## src/rtl/grant_sequencer.sv

```systemverilog
// grant_sequencer: drives one output port's round-robin arbiter through a
// packet transfer. Requests go to the arbiter, and the winning grant, its
// priority and the packet length are latched. The arbiter pointer is advanced
// exactly once per packet. The granted input is held until its last flit is
// accepted, and then the port is released.
module grant_sequencer #(
    parameter int N     = 25,
    parameter int P     = 8,
    parameter int LEN_W = 8
) (
    input  logic               clk,
    input  logic               reset,
    input  logic [P*N-1:0]     i_port_req,
    input  logic [N*LEN_W-1:0] i_pkt_len,
    input  logic               i_accept,
    input  logic               i_rr_enable,
    output logic [P*N-1:0]     o_arb_req,
    input  logic [N-1:0]       i_arb_grant,
    input  logic [P-1:0]       i_arb_priority,
    output logic               o_busy,
    output logic               o_random_robin,
    output logic [N-1:0]       o_grant,
    output logic [P-1:0]       o_grant_priority,
    output logic               o_valid,
    output logic               o_done,
    output logic [LEN_W-1:0]   o_flit_cnt
);

    localparam logic [2:0] S_IDLE = 3'd0;
    localparam logic [2:0] S_ARB  = 3'd1;
    localparam logic [2:0] S_LOCK = 3'd2;
    localparam logic [2:0] S_XFER = 3'd3;
    localparam logic [2:0] S_REL  = 3'd4;

    localparam logic [LEN_W-1:0] ONE_FLIT = {{(LEN_W-1){1'b0}}, 1'b1};

    logic [2:0]       state;
    logic [2:0]       state_nxt;
    logic [P*N-1:0]   snapshot;
    logic [N-1:0]     grant_lsb;
    logic [LEN_W-1:0] sel_len;
    logic [LEN_W-1:0] start_len;
    logic             grant_found;
    logic             any_req;
    logic             any_grant;
    logic             last_flit;

    assign any_req   = |i_port_req;
    assign any_grant = |i_arb_grant;

    // Keep only the lowest-index grant bit and pick that input's head-packet length
    always_comb begin
        grant_lsb   = '0;
        sel_len     = '0;
        grant_found = 1'b0;
        for (int unsigned j = 0; j < N; j++) begin
            if (i_arb_grant[j] && !grant_found) begin
                grant_found  = 1'b1;
                grant_lsb[j] = 1'b1;
                sel_len      = i_pkt_len[j*LEN_W +: LEN_W];
            end
        end
    end

    // A zero-length head packet still occupies one flit slot
    assign start_len = (sel_len == '0) ? ONE_FLIT : sel_len;

    assign last_flit = (state == S_XFER) && i_accept && (o_flit_cnt == ONE_FLIT);

    // Transfer strobes are only ever combinational from XFER
    assign o_valid = (state == S_XFER) && i_accept;
    assign o_done  = last_flit;

    // Arbiter sees live requests while idle/arbitrating, the frozen snapshot during LOCK
    always_comb begin
        o_arb_req = '0;
        if (!reset) begin
            case (state)
                S_IDLE, S_ARB: o_arb_req = i_port_req;
                S_LOCK:        o_arb_req = snapshot;
                default:       o_arb_req = '0;
            endcase
        end
    end

    // Next-state decode
    always_comb begin
        state_nxt = state;
        case (state)
            S_IDLE:  if (any_req) state_nxt = S_ARB;
            S_ARB:   state_nxt = any_grant ? S_LOCK : S_IDLE;
            S_LOCK:  state_nxt = S_XFER;
            S_XFER:  if (last_flit) state_nxt = S_REL;
            S_REL:   state_nxt = S_IDLE;
            default: state_nxt = S_IDLE;
        endcase
    end

    // State register
    always_ff @(posedge clk or posedge reset) begin
        if (reset) begin
            state <= S_IDLE;
        end else begin
            state <= state_nxt;
        end
    end

    // Grant/priority/length latching, pointer-update pulse and flit countdown.
    // Outputs are cleared on the edge that accepts the last flit, so they already read zero in REL.
    always_ff @(posedge clk or posedge reset) begin
        if (reset) begin
            o_grant          <= '0;
            o_grant_priority <= '0;
            o_busy           <= 1'b0;
            o_random_robin   <= 1'b0;
            o_flit_cnt       <= '0;
            snapshot         <= '0;
        end else begin
            case (state)
                S_ARB: begin
                    if (any_grant) begin
                        o_grant          <= grant_lsb;
                        o_grant_priority <= i_arb_priority;
                        snapshot         <= i_port_req;
                        o_flit_cnt       <= start_len;
                        o_busy           <= 1'b1;
                        o_random_robin   <= i_rr_enable;
                    end
                end
                S_LOCK: begin
                    o_random_robin <= 1'b0;
                end
                S_XFER: begin
                    if (last_flit) begin
                        o_grant          <= '0;
                        o_grant_priority <= '0;
                        o_flit_cnt       <= '0;
                        o_busy           <= 1'b0;
                    end else if (i_accept) begin
                        o_flit_cnt <= o_flit_cnt - ONE_FLIT;
                    end
                end
                S_REL: begin
                    o_grant          <= '0;
                    o_grant_priority <= '0;
                    o_flit_cnt       <= '0;
                    o_busy           <= 1'b0;
                    o_random_robin   <= 1'b0;
                end
                default: begin
                end
            endcase
        end
    end

    // Structural invariants of the port
    a_grant_onehot0: assert property (@(posedge clk) disable iff (reset) $onehot0(o_grant));
    a_prio_onehot0:  assert property (@(posedge clk) disable iff (reset) $onehot0(o_grant_priority));
    a_done_in_xfer:  assert property (@(posedge clk) disable iff (reset) o_done |-> (state == S_XFER));

endmodule
```

## config.mk

```make
export PLATFORM = sky130hd
export DESIGN_NAME = grant_sequencer
export DESIGN_NICKNAME = d
export VERILOG_FILES = /design/src/rtl/grant_sequencer.sv
export SDC_FILE = /design/constraint.sdc
export NUM_CORES = 1
export LEC_CHECK = 0
export ABC_CLOCK_PERIOD_IN_PS = 11200
export CORE_AREA = 8 8 256 258
export CTS_BUF_LIST = sky130_fd_sc_hd__clkbuf_4
export CTS_CLUSTER_SIZE = 8
export DETAILED_ROUTE_END_ITERATION = 10
export DIE_AREA = 0 0 264 266
export SYNTH_ARGS = -nofsm -noshare
export SYNTH_HDL_FRONTEND = slang
export SYNTH_SLANG_ARGS = --single-unit
```

## constraint.sdc

```tcl
create_clock -name clk -period 11.2 [get_ports clk]
set_clock_uncertainty 0.2 [all_clocks]
set_input_delay 1.12 -clock clk [delete_from_list [all_inputs] [get_ports clk]]
set_output_delay 1.12 -clock clk [all_outputs]
set_load 0.05 [all_outputs]
```

==> results of run 1 <==
[placed cells by master, fill, tap and decap left out, types with 5 or more instances in the layout]
cell type / n
sky130_fd_sc_hd__o22ai_1: 7
sky130_fd_sc_hd__clkdlybuf4s50_1: 680
sky130_fd_sc_hd__diode_2: 5
sky130_fd_sc_hd__or3_1: 7
sky130_fd_sc_hd__buf_4: 19
sky130_fd_sc_hd__a21oi_1: 19
sky130_fd_sc_hd__nand4_1: 17
sky130_fd_sc_hd__a221oi_1: 15
sky130_fd_sc_hd__nor2_1: 228
sky130_fd_sc_hd__o211ai_1: 7
sky130_fd_sc_hd__nand3_1: 15
sky130_fd_sc_hd__o21ai_0: 31
sky130_fd_sc_hd__or4_1: 5
sky130_fd_sc_hd__nor4_1: 59
sky130_fd_sc_hd__nand2_1: 649
sky130_fd_sc_hd__a22o_1: 33
sky130_fd_sc_hd__nor2b_1: 16
sky130_fd_sc_hd__clkinv_1: 13
sky130_fd_sc_hd__a22oi_1: 235
sky130_fd_sc_hd__inv_1: 14
sky130_fd_sc_hd__clkbuf_4: 108
sky130_fd_sc_hd__nor3_1: 18
sky130_fd_sc_hd__a211oi_1: 8
sky130_fd_sc_hd__nand2b_1: 6
sky130_fd_sc_hd__dfrtp_1: 246
sky130_fd_sc_hd__a32oi_1: 8
sky130_fd_sc_hd__a32o_1: 10
[registers in the layout (all words and copies together) (netlist names)]
| signal | cells |
|---|---|
| o_grant_priority | 8 |
| state | 3 |
| o_random_robin | 1 |
| o_busy | 1 |
| o_grant | 25 |
| o_flit_cnt | 8 |
| snapshot | 200 |
[stage by stage]
| step | utilization (%) | cells | hold slack (ps) | total power [mW] |
|---|---|---|---|---|
| 2_1_floorplan | - | 1877 | 246.3 | 3.804 |
| 3_3_place_gp | 35.53 | 3218 | 257.8 | 4.808 |
| 3_5_place_dp | 35.53 | 3218 | 263.0 | 4.875 |
| 4_1_cts | 37.03 | 3345 | 278.1 | 5.801 |
| 5_1_grt | 37.05 | 3350 | 293.5 | 6.149 |
| 6_report | 37.05 | 3350 | 274.2 | 5.737 |
[power breakdown]
part	total (mW)	switching, mW	internal [mW]
registers	1.53	0.232	1.30
logic	3.33	2.27	1.06
clock network	0.878	0.415	0.463
total	5.74	2.92	2.82
[per-layer routing]
| layer | track usage, % | part of all wire (%) |
|---|---|---|
| met5 | 0 | 0.034 |
| met4 | 6.808 | 2.3 |
| met3 | 7.686 | 9.9 |
| met2 | 33.67 | 46 |
| met1 | 26.56 | 42 |
[cell usage after synthesis (3+ instances only)]
| master | n |
|---|---|
| sky130_fd_sc_hd__a22oi_1 | 235 |
| sky130_fd_sc_hd__o211ai_1 | 7 |
| sky130_fd_sc_hd__a32oi_1 | 8 |
| sky130_fd_sc_hd__a211oi_1 | 9 |
| sky130_fd_sc_hd__buf_4 | 18 |
| sky130_fd_sc_hd__a22o_1 | 33 |
| sky130_fd_sc_hd__o221ai_1 | 3 |
| sky130_fd_sc_hd__buf_6 | 5 |
| sky130_fd_sc_hd__and2_1 | 5 |
| sky130_fd_sc_hd__o2111ai_1 | 4 |
| sky130_fd_sc_hd__nor2_1 | 229 |
| sky130_fd_sc_hd__nor2b_1 | 16 |
| sky130_fd_sc_hd__nor3_1 | 18 |
| sky130_fd_sc_hd__nand3_1 | 15 |
| sky130_fd_sc_hd__nor4_1 | 61 |
| sky130_fd_sc_hd__dfrtp_1 | 246 |
| sky130_fd_sc_hd__a32o_1 | 10 |
| sky130_fd_sc_hd__nand2b_1 | 6 |
| sky130_fd_sc_hd__nand4_1 | 17 |
| sky130_fd_sc_hd__nand2_1 | 649 |
| sky130_fd_sc_hd__a21oi_1 | 19 |
| sky130_fd_sc_hd__or4_1 | 5 |
| sky130_fd_sc_hd__buf_2 | 28 |
| sky130_fd_sc_hd__o22ai_1 | 7 |
| sky130_fd_sc_hd__clkbuf_1 | 96 |
| sky130_fd_sc_hd__inv_1 | 15 |
| sky130_fd_sc_hd__o21ai_0 | 31 |
| sky130_fd_sc_hd__or3_1 | 7 |
| sky130_fd_sc_hd__nor4b_1 | 3 |
| sky130_fd_sc_hd__a221oi_1 | 15 |
| sky130_fd_sc_hd__a21o_1 | 3 |
| sky130_fd_sc_hd__nand3b_1 | 4 |
| sky130_fd_sc_hd__and3_1 | 4 |
| sky130_fd_sc_hd__nor3b_1 | 4 |
| sky130_fd_sc_hd__a211o_1 | 4 |
[worst register-to-register path, stage by stage (launching register included)]
cell and delay (ps):
sky130_fd_sc_hd__dfrtp_1 560, sky130_fd_sc_hd__nor2_4 180, sky130_fd_sc_hd__buf_4 560, sky130_fd_sc_hd__a21oi_1 260
sky130_fd_sc_hd__a211oi_2 230, sky130_fd_sc_hd__buf_4 280, sky130_fd_sc_hd__and2_4 570, sky130_fd_sc_hd__buf_4 840
sky130_fd_sc_hd__a22o_1 390
[worst min path at each step]
stage / from / endpoint / slack, ps / depth (start not counted)
finish: snapshot[119] / snapshot[119] / 270 / 2
global route: snapshot[101] / snapshot[101] / 290 / 2
CTS: snapshot[173] / snapshot[173] / 280 / 2
detailed placement: snapshot[58] / snapshot[58] / 260 / 2
global placement: snapshot[182] / snapshot[182] / 260 / 2
floorplan: snapshot[198] / snapshot[198] / 250 / 2
[area by class of cell]
cell class	count	area (um2)	area share, %
flip-flops and latches	246	6156	27.13
clock inverters	19	107.6	0.4742
well taps	790	988.4	4.356
inverters	15	63.81	0.2812
multi-input cells	1467	7594	33.46
repair buffers	700	6960	30.67
diodes	5	12.51	0.05514
clock buffers	108	810.8	3.573
[cells by family (layout without fill, tap and decap cells)]
logic type | count (synthesis) | count (layout) | synth area share (%)
fa+ha+maj | 2 | 2 | 0.1731
xor+xnor | 1 | 1 | 0.06060
flops | 246 | 246 | 42.59
compound gates | 410 | 410 | 21.30
mux | 1 | 1 | 0.06925
other cells | 0 | 5 | 0
simple gates | 1053 | 1053 | 30.58
buf+inv | 164 | 842 | 5.228
==> reports/qor.tcl, run 1 <==
set qor(outcome) {finished, final reports clean}
set qor(die_height_um) 266
set qor(cts.htree.levels) 3
set qor(timing.critical_path.to_type) {register}
set qor(holdBufCountCts) 0
set qor(crit_path_max_fanout) 124
set qor(synth_cell_type_count) 62
set qor(route.detailed.vias_per_inst) 5.176
set qor(post_cts.resized_instances) 0
set qor(detail_route.wirelength_um) 78430
set qor(rsz_0062_raised_after_global_routing) {false}
set qor(cts-buffers-inserted) 74
set qor(core_area_um2) 61260
set qor(clock_tree.root_cell) {sky130_fd_sc_hd__clkbuf_4}
set qor(grt_antenna_before_repair) 8
set qor(finalSetupTns_ps) 0
set qor(postSynth.topFlopCell) {sky130_fd_sc_hd__dfrtp_1}
set qor(worst_r2r_endpoint) {o_grant_priority[6]}
set qor(worstSetupPathType) {in2reg}
set qor(routabilityCongestion) 0.9193
set qor(dieArea_um2) 70220
set qor(drive_gt1_share_pct) 5.949
set qor(initial_utilization_pct) 23.60
set qor(clock-sinks) 246
set qor(remaining_drc_errors) 0
set qor(power.density_nw_per_um2) 252.8
set qor(vias_in_the_first_global_route) 17650
set qor(design_area_um2) 22690
set qor(post_drt_wl_per_cell_um) 23.41
set qor(clock_path_buffers) 3
set qor(detail_route.first_pass.iterations) 5
set qor(critical_path.max_stage_delay_ps) 860
set qor(final_max_slew_violation_count) 0
set qor(place_area_um2) 21760
set qor(worstPathCellList) {clkdlybuf4s50_1 -> or4_4 -> or4_4 -> or3_1 -> nor4_2 -> a211oi_2 -> buf_4 -> nand2_8 -> buf_4 -> nand2_1 -> nand2_1}
set qor(yosys_warnings) 0
set qor(chip_width_um) 264
set qor(insertion_delay_ps) 740
set qor(cts_setup_buffers) 0
set qor(worst-endpoint-arrival_ps) 6220
set qor(ys_ff_latch) 246
set qor(synth_edf_count) 0
set qor(grt_first_pass_wirelength_um) 115300
set qor(cts_tree) {built}
set qor(end_point_of_the_critical_path) {snapshot[198]}
set qor(peakVddDrop_mv) 0.1922
set qor(place_hpwl_um) 59000
set qor(r2r-start) {state[2]}
set qor(tightest_slew_ps) 1224
set qor(r2r_slack_ps) 7040
set qor(worstSetupPathDepth) 11
set qor(p_leak_nw) 9.609
set qor(n_fill_cell) 6363
set qor(dp_slack_ps) 4877
set qor(clkSlewWorstSetupHoldPaths_ps) 60
set qor(drt_iter0_drc) 1450
set qor(groute.usage.overall_pct) 21.17
set qor(synth.top_cells.by_area) {sky130_fd_sc_hd__dfrtp_1 43%, sky130_fd_sc_hd__nand2_1 17%, sky130_fd_sc_hd__a22oi_1 12%, sky130_fd_sc_hd__nor2_1 5.9%, sky130_fd_sc_hd__nor4_1 2.6%}
set qor(p_r_area_growth_vs_syn_pct) 56.99
set qor(critical-path-slowest-cell) {sky130_fd_sc_hd__buf_4}
set qor(globalRouteOverflowTotal) 0
set qor(period_share_pct) 51.59
set qor(yosysSeqAreaShare_pct) 42.59
set qor(postRouteAntennaNets) 0
set qor(worst_slew_margin_rel_pct) 17.71
set qor(period_needed_ps) 5778
set qor(worst-endpoint-required_ps) 11650
set qor(cp-startpoint) {i_arb_grant[0]}
set qor(worst_path_top_cell_family_by_delay) {simple AND/OR/NAND/NOR gates}
set qor(post_synth_inst_count) 1877
set qor(max_clock_freq_mhz) 173.1
set qor(largest_net_degree_at_the_start_of_global_routing) 125
set qor(worst-r2r-cell-count) 8
set qor(critical_path.startpoint_type) {input port}
set qor(yosys.area.top_type) {sky130_fd_sc_hd__dfrtp_1}
set qor(io_pins) 682
set qor(numPortBuffers) 681
set qor(setup_viol_count_final) 0
set qor(postLayoutSetupSlackWorst_ps) 5422
set qor(hold_class) {reg2reg}
set qor(synth.top_cell.area_share_pct) 42.59
set qor(timing.final.hold_violations) 0
set qor(nets) 2943
set qor(worst-path-buf-inv) 3
set qor(postSynth.asyncResetShare_pct) 100.0
set qor(drv_cap) 0
set qor(syn-num-nets) 2316
set qor(postSynthAreaPerCell_um2) 7.701
set qor(floorplan.rows) 91
set qor(vias) 17340
set qor(synth.cell_area_um2) 14460
(Power assumes the default switching activity.)
==> run 2: changes to the inputs <==
ABC_CLOCK_PERIOD_IN_PS = 5800   (was 11200)
clock period = 5.8 ns   (was 11.2 ns; I/O delays follow)
==> run 2 against run 1 <==
Power grew 97%. Count of clock-buffer cells in the layout shrank 4. Largest cell class unchanged. Non-clock buffer count grew 21. Sequential share of layout area shrank 0.35 points. Combinational power grew 97%.
==> reports/qor.tcl, run 2 (synthesis results as in run 1) <==
set qor(worstSetupPathType) {reg2out}
set qor(holdBufCountCts) 0 ;# unchanged
set qor(biggestRegsByFlops) {snapshot (200), o_grant (25)}
set qor(worstPathCellList) {nor2_1 -> and2_4 -> buf_4 -> buf_4 -> a22oi_1 -> nor2_1 -> clkdlybuf4s50_1}
set qor(initial_utilization_pct) 23.60 ;# unchanged
set qor(use_met1_pct) 26.26 ;# -0.30 points
set qor(die_height_um) 266 ;# unchanged
set qor(critical-path-slowest-cell) {sky130_fd_sc_hd__clkdlybuf4s50_1}
set qor(register_containing_the_most_flip_flops_in_the_final_layout) {snapshot}
set qor(post_drt_wl_per_cell_um) 23.35 ;# -0.25%
set qor(drv_cap) 0 ;# unchanged
set qor(rsz_0062_raised_after_global_routing) {false}
set qor(drive_gt1_share_pct) 6.695 ;# +0.75 points
set qor(clock_tree.root_cell) {sky130_fd_sc_hd__clkbuf_4}
set qor(worst-r2r-cell-count) 9 ;# +1
set qor(crit_path_max_fanout) 48 ;# -61%
set qor(cts_tree) {built}
set qor(routabilityCongestion) 0.9614 ;# +4.6%
set qor(remaining_drc_errors) 0 ;# unchanged
set qor(worst-endpoint-arrival_ps) 3900 ;# -2320 ps
set qor(worstSetupPathDepth) 7 ;# -4
set qor(end_point_of_the_critical_path) {o_arb_req[129]}
set qor(clkSlewWorstSetupHoldPaths_ps) 60 ;# about the same
set qor(drt_iter0_drc) 1573 ;# +8.5%
set qor(dieArea_um2) 70220 ;# unchanged
set qor(p_r_area_growth_vs_syn_pct) 59.07
set qor(grt_first_pass_wirelength_um) 115300 ;# about the same
set qor(peakVddDrop_mv) 0.3862 ;# +100%
set qor(vias_in_the_first_global_route) 17580 ;# -0.38%
set qor(core_area_um2) 61260 ;# unchanged
set qor(detail_route.wirelength_um) 79050 ;# +0.80%
set qor(postRouteAntennaNets) 0 ;# unchanged
set qor(p_leak_nw) 9.758 ;# +1.6%
set qor(finalSetupTns_ps) 0 ;# unchanged
set qor(grt_most_used_layer) {met2}
set qor(critical_path.startpoint_type) {register}
set qor(post_cts.resized_instances) 0 ;# unchanged
set qor(r2r_slack_ps) 1680 ;# -5360 ps
set qor(groute.layer.met2.usage_pct) 33.19 ;# -0.48 points
set qor(period_needed_ps) 4679
set qor(fin_cells) 3385 ;# +1.0%
set qor(critical_path.max_stage_delay_ps) 840 ;# -20 ps
set qor(timing.critical_path.to_type) {primary output}
set qor(outcome) {finished, final reports clean}
set qor(grt_antenna_before_repair) 13 ;# +5
set qor(floorplan.rows) 91 ;# unchanged
set qor(clock-sinks) 246 ;# unchanged
set qor(power.density_nw_per_um2) 491.6 ;# +94%
set qor(r2r-start) {state[1]}
set qor(cp-startpoint) {state[2]}
set qor(cts_setup_buffers) 0 ;# unchanged
set qor(largest_net_degree_at_the_start_of_global_routing) 162 ;# +30%
set qor(globalRouteOverflowTotal) 0 ;# unchanged
set qor(detail_route.first_pass.iterations) 5 ;# unchanged
set qor(route.detailed.vias_per_inst) 5.122 ;# -1.0%
set qor(final_max_slew_violation_count) 0 ;# unchanged
set qor(dp_slack_ps) 959.7 ;# -3917 ps
set qor(max_clock_freq_mhz) 213.7
set qor(cts-buffers-inserted) 76 ;# +2.7%
set qor(worst_r2r_endpoint) {snapshot[124]}
set qor(worst_slew_margin_rel_pct) 24.71 ;# +7.0 points
set qor(most_common_cell_after_layout_fill_and_taps_aside) {sky130_fd_sc_hd__clkdlybuf4s50_1}
set qor(design_power_total_mw) 11.30 ;# +97%
set qor(gr-usage-met3_pct) 8.064 ;# +0.38 points
set qor(groute.usage.overall_pct) 21.27 ;# +0.098 points
set qor(io_pins) 682 ;# unchanged
set qor(hold_class) {in2async}
set qor(postLayoutSetupSlackWorst_ps) 1121 ;# -4301 ps
set qor(worst-endpoint-required_ps) 5020 ;# -6630 ps
set qor(place_hpwl_um) 59630 ;# +1.1%
set qor(layout_common_cells) {680 x sky130_fd_sc_hd__clkdlybuf4s50_1, 649 x sky130_fd_sc_hd__nand2_1, 246 x sky130_fd_sc_hd__dfrtp_1}
set qor(insertion_delay_ps) 730 ;# about the same
set qor(period_share_pct) 80.67
set qor(cts.htree.levels) 3 ;# unchanged
set qor(vias) 17340 ;# -0.0058%
set qor(dp.cells) 3239 ;# +0.65%
set qor(chip_width_um) 264 ;# unchanged
set qor(worst_path_top_cell_family_by_delay) {buffers and inverters}
set qor(timing.final.hold_violations) 0 ;# unchanged
set qor(tightest_slew_ps) 1114 ;# -110.5 ps
set qor(numPortBuffers) 681 ;# unchanged
set qor(n_fill_cell) 6295 ;# -1.1%
set qor(nets) 2966 ;# +0.78%
set qor(worst-path-buf-inv) 3 ;# unchanged
set qor(clock_path_buffers) 3 ;# unchanged
set qor(largest_reg_flops) 200 ;# unchanged
set qor(setup_viol_count_final) 0 ;# unchanged
==> run 2: how the worst min path moves through the flow <==
stage | startpoint | slack [ps] | end | cells past startpoint
finish | reset | 200 | snapshot[80] | 3
global route | i_port_req[108] | 120 | snapshot[108] | 3
CTS | i_port_req[108] | 70 | snapshot[108] | 3
detailed placement | snapshot[68] | 260 | snapshot[68] | 2
global placement | snapshot[30] | 260 | snapshot[30] | 2
floorplan | snapshot[198] | 250 | snapshot[198] | 2
==> run 2: cell type report <==
class                      count  area, um2  area share, %
antenna                       11      27.53         0.1197
multi-input combinational   1467       7587          33.00
clock inverter                31      187.7         0.8162
timing repair buffer         721       7206          31.34
tap                          790      988.4          4.299
inverter                      15      60.06         0.2612
sequential                   246       6156          26.77
clock buffer                 104      780.7          3.396
==> run 2: where the power goes <==
group,switching [mW],internal (mW)
combinational,4.43,2.14
clock,0.847,0.926
sequential,0.459,2.51
total,5.74,5.57
==> run 2: layer usage <==
layer | up-vias | wire (um)
met1 | 8325 | 32500
met5 | - | 41
li1 | 7957 | -
met4 | 6 | 2521
met2 | 908 | 35670
met3 | 141 | 8318
==> run 2: stage by stage <==
| step | area [um2] | hold WS (ps) | utilization (%) |
|---|---|---|---|
| floorplan | 14460 | 246.3 | - |
| global route | 22990 | 124.5 | 37.54 |
| CTS | 22970 | 66.62 | 37.49 |
| finish | 22990 | 198.6 | 37.54 |
| detailed placement | 22000 | 262.8 | 35.91 |
| global placement | 22000 | 257.5 | 35.91 |
==> run 2: worst min-delay path: cells and delay by family <==
kind	cells	cell delay (ps)
buffers and inverters	3	960
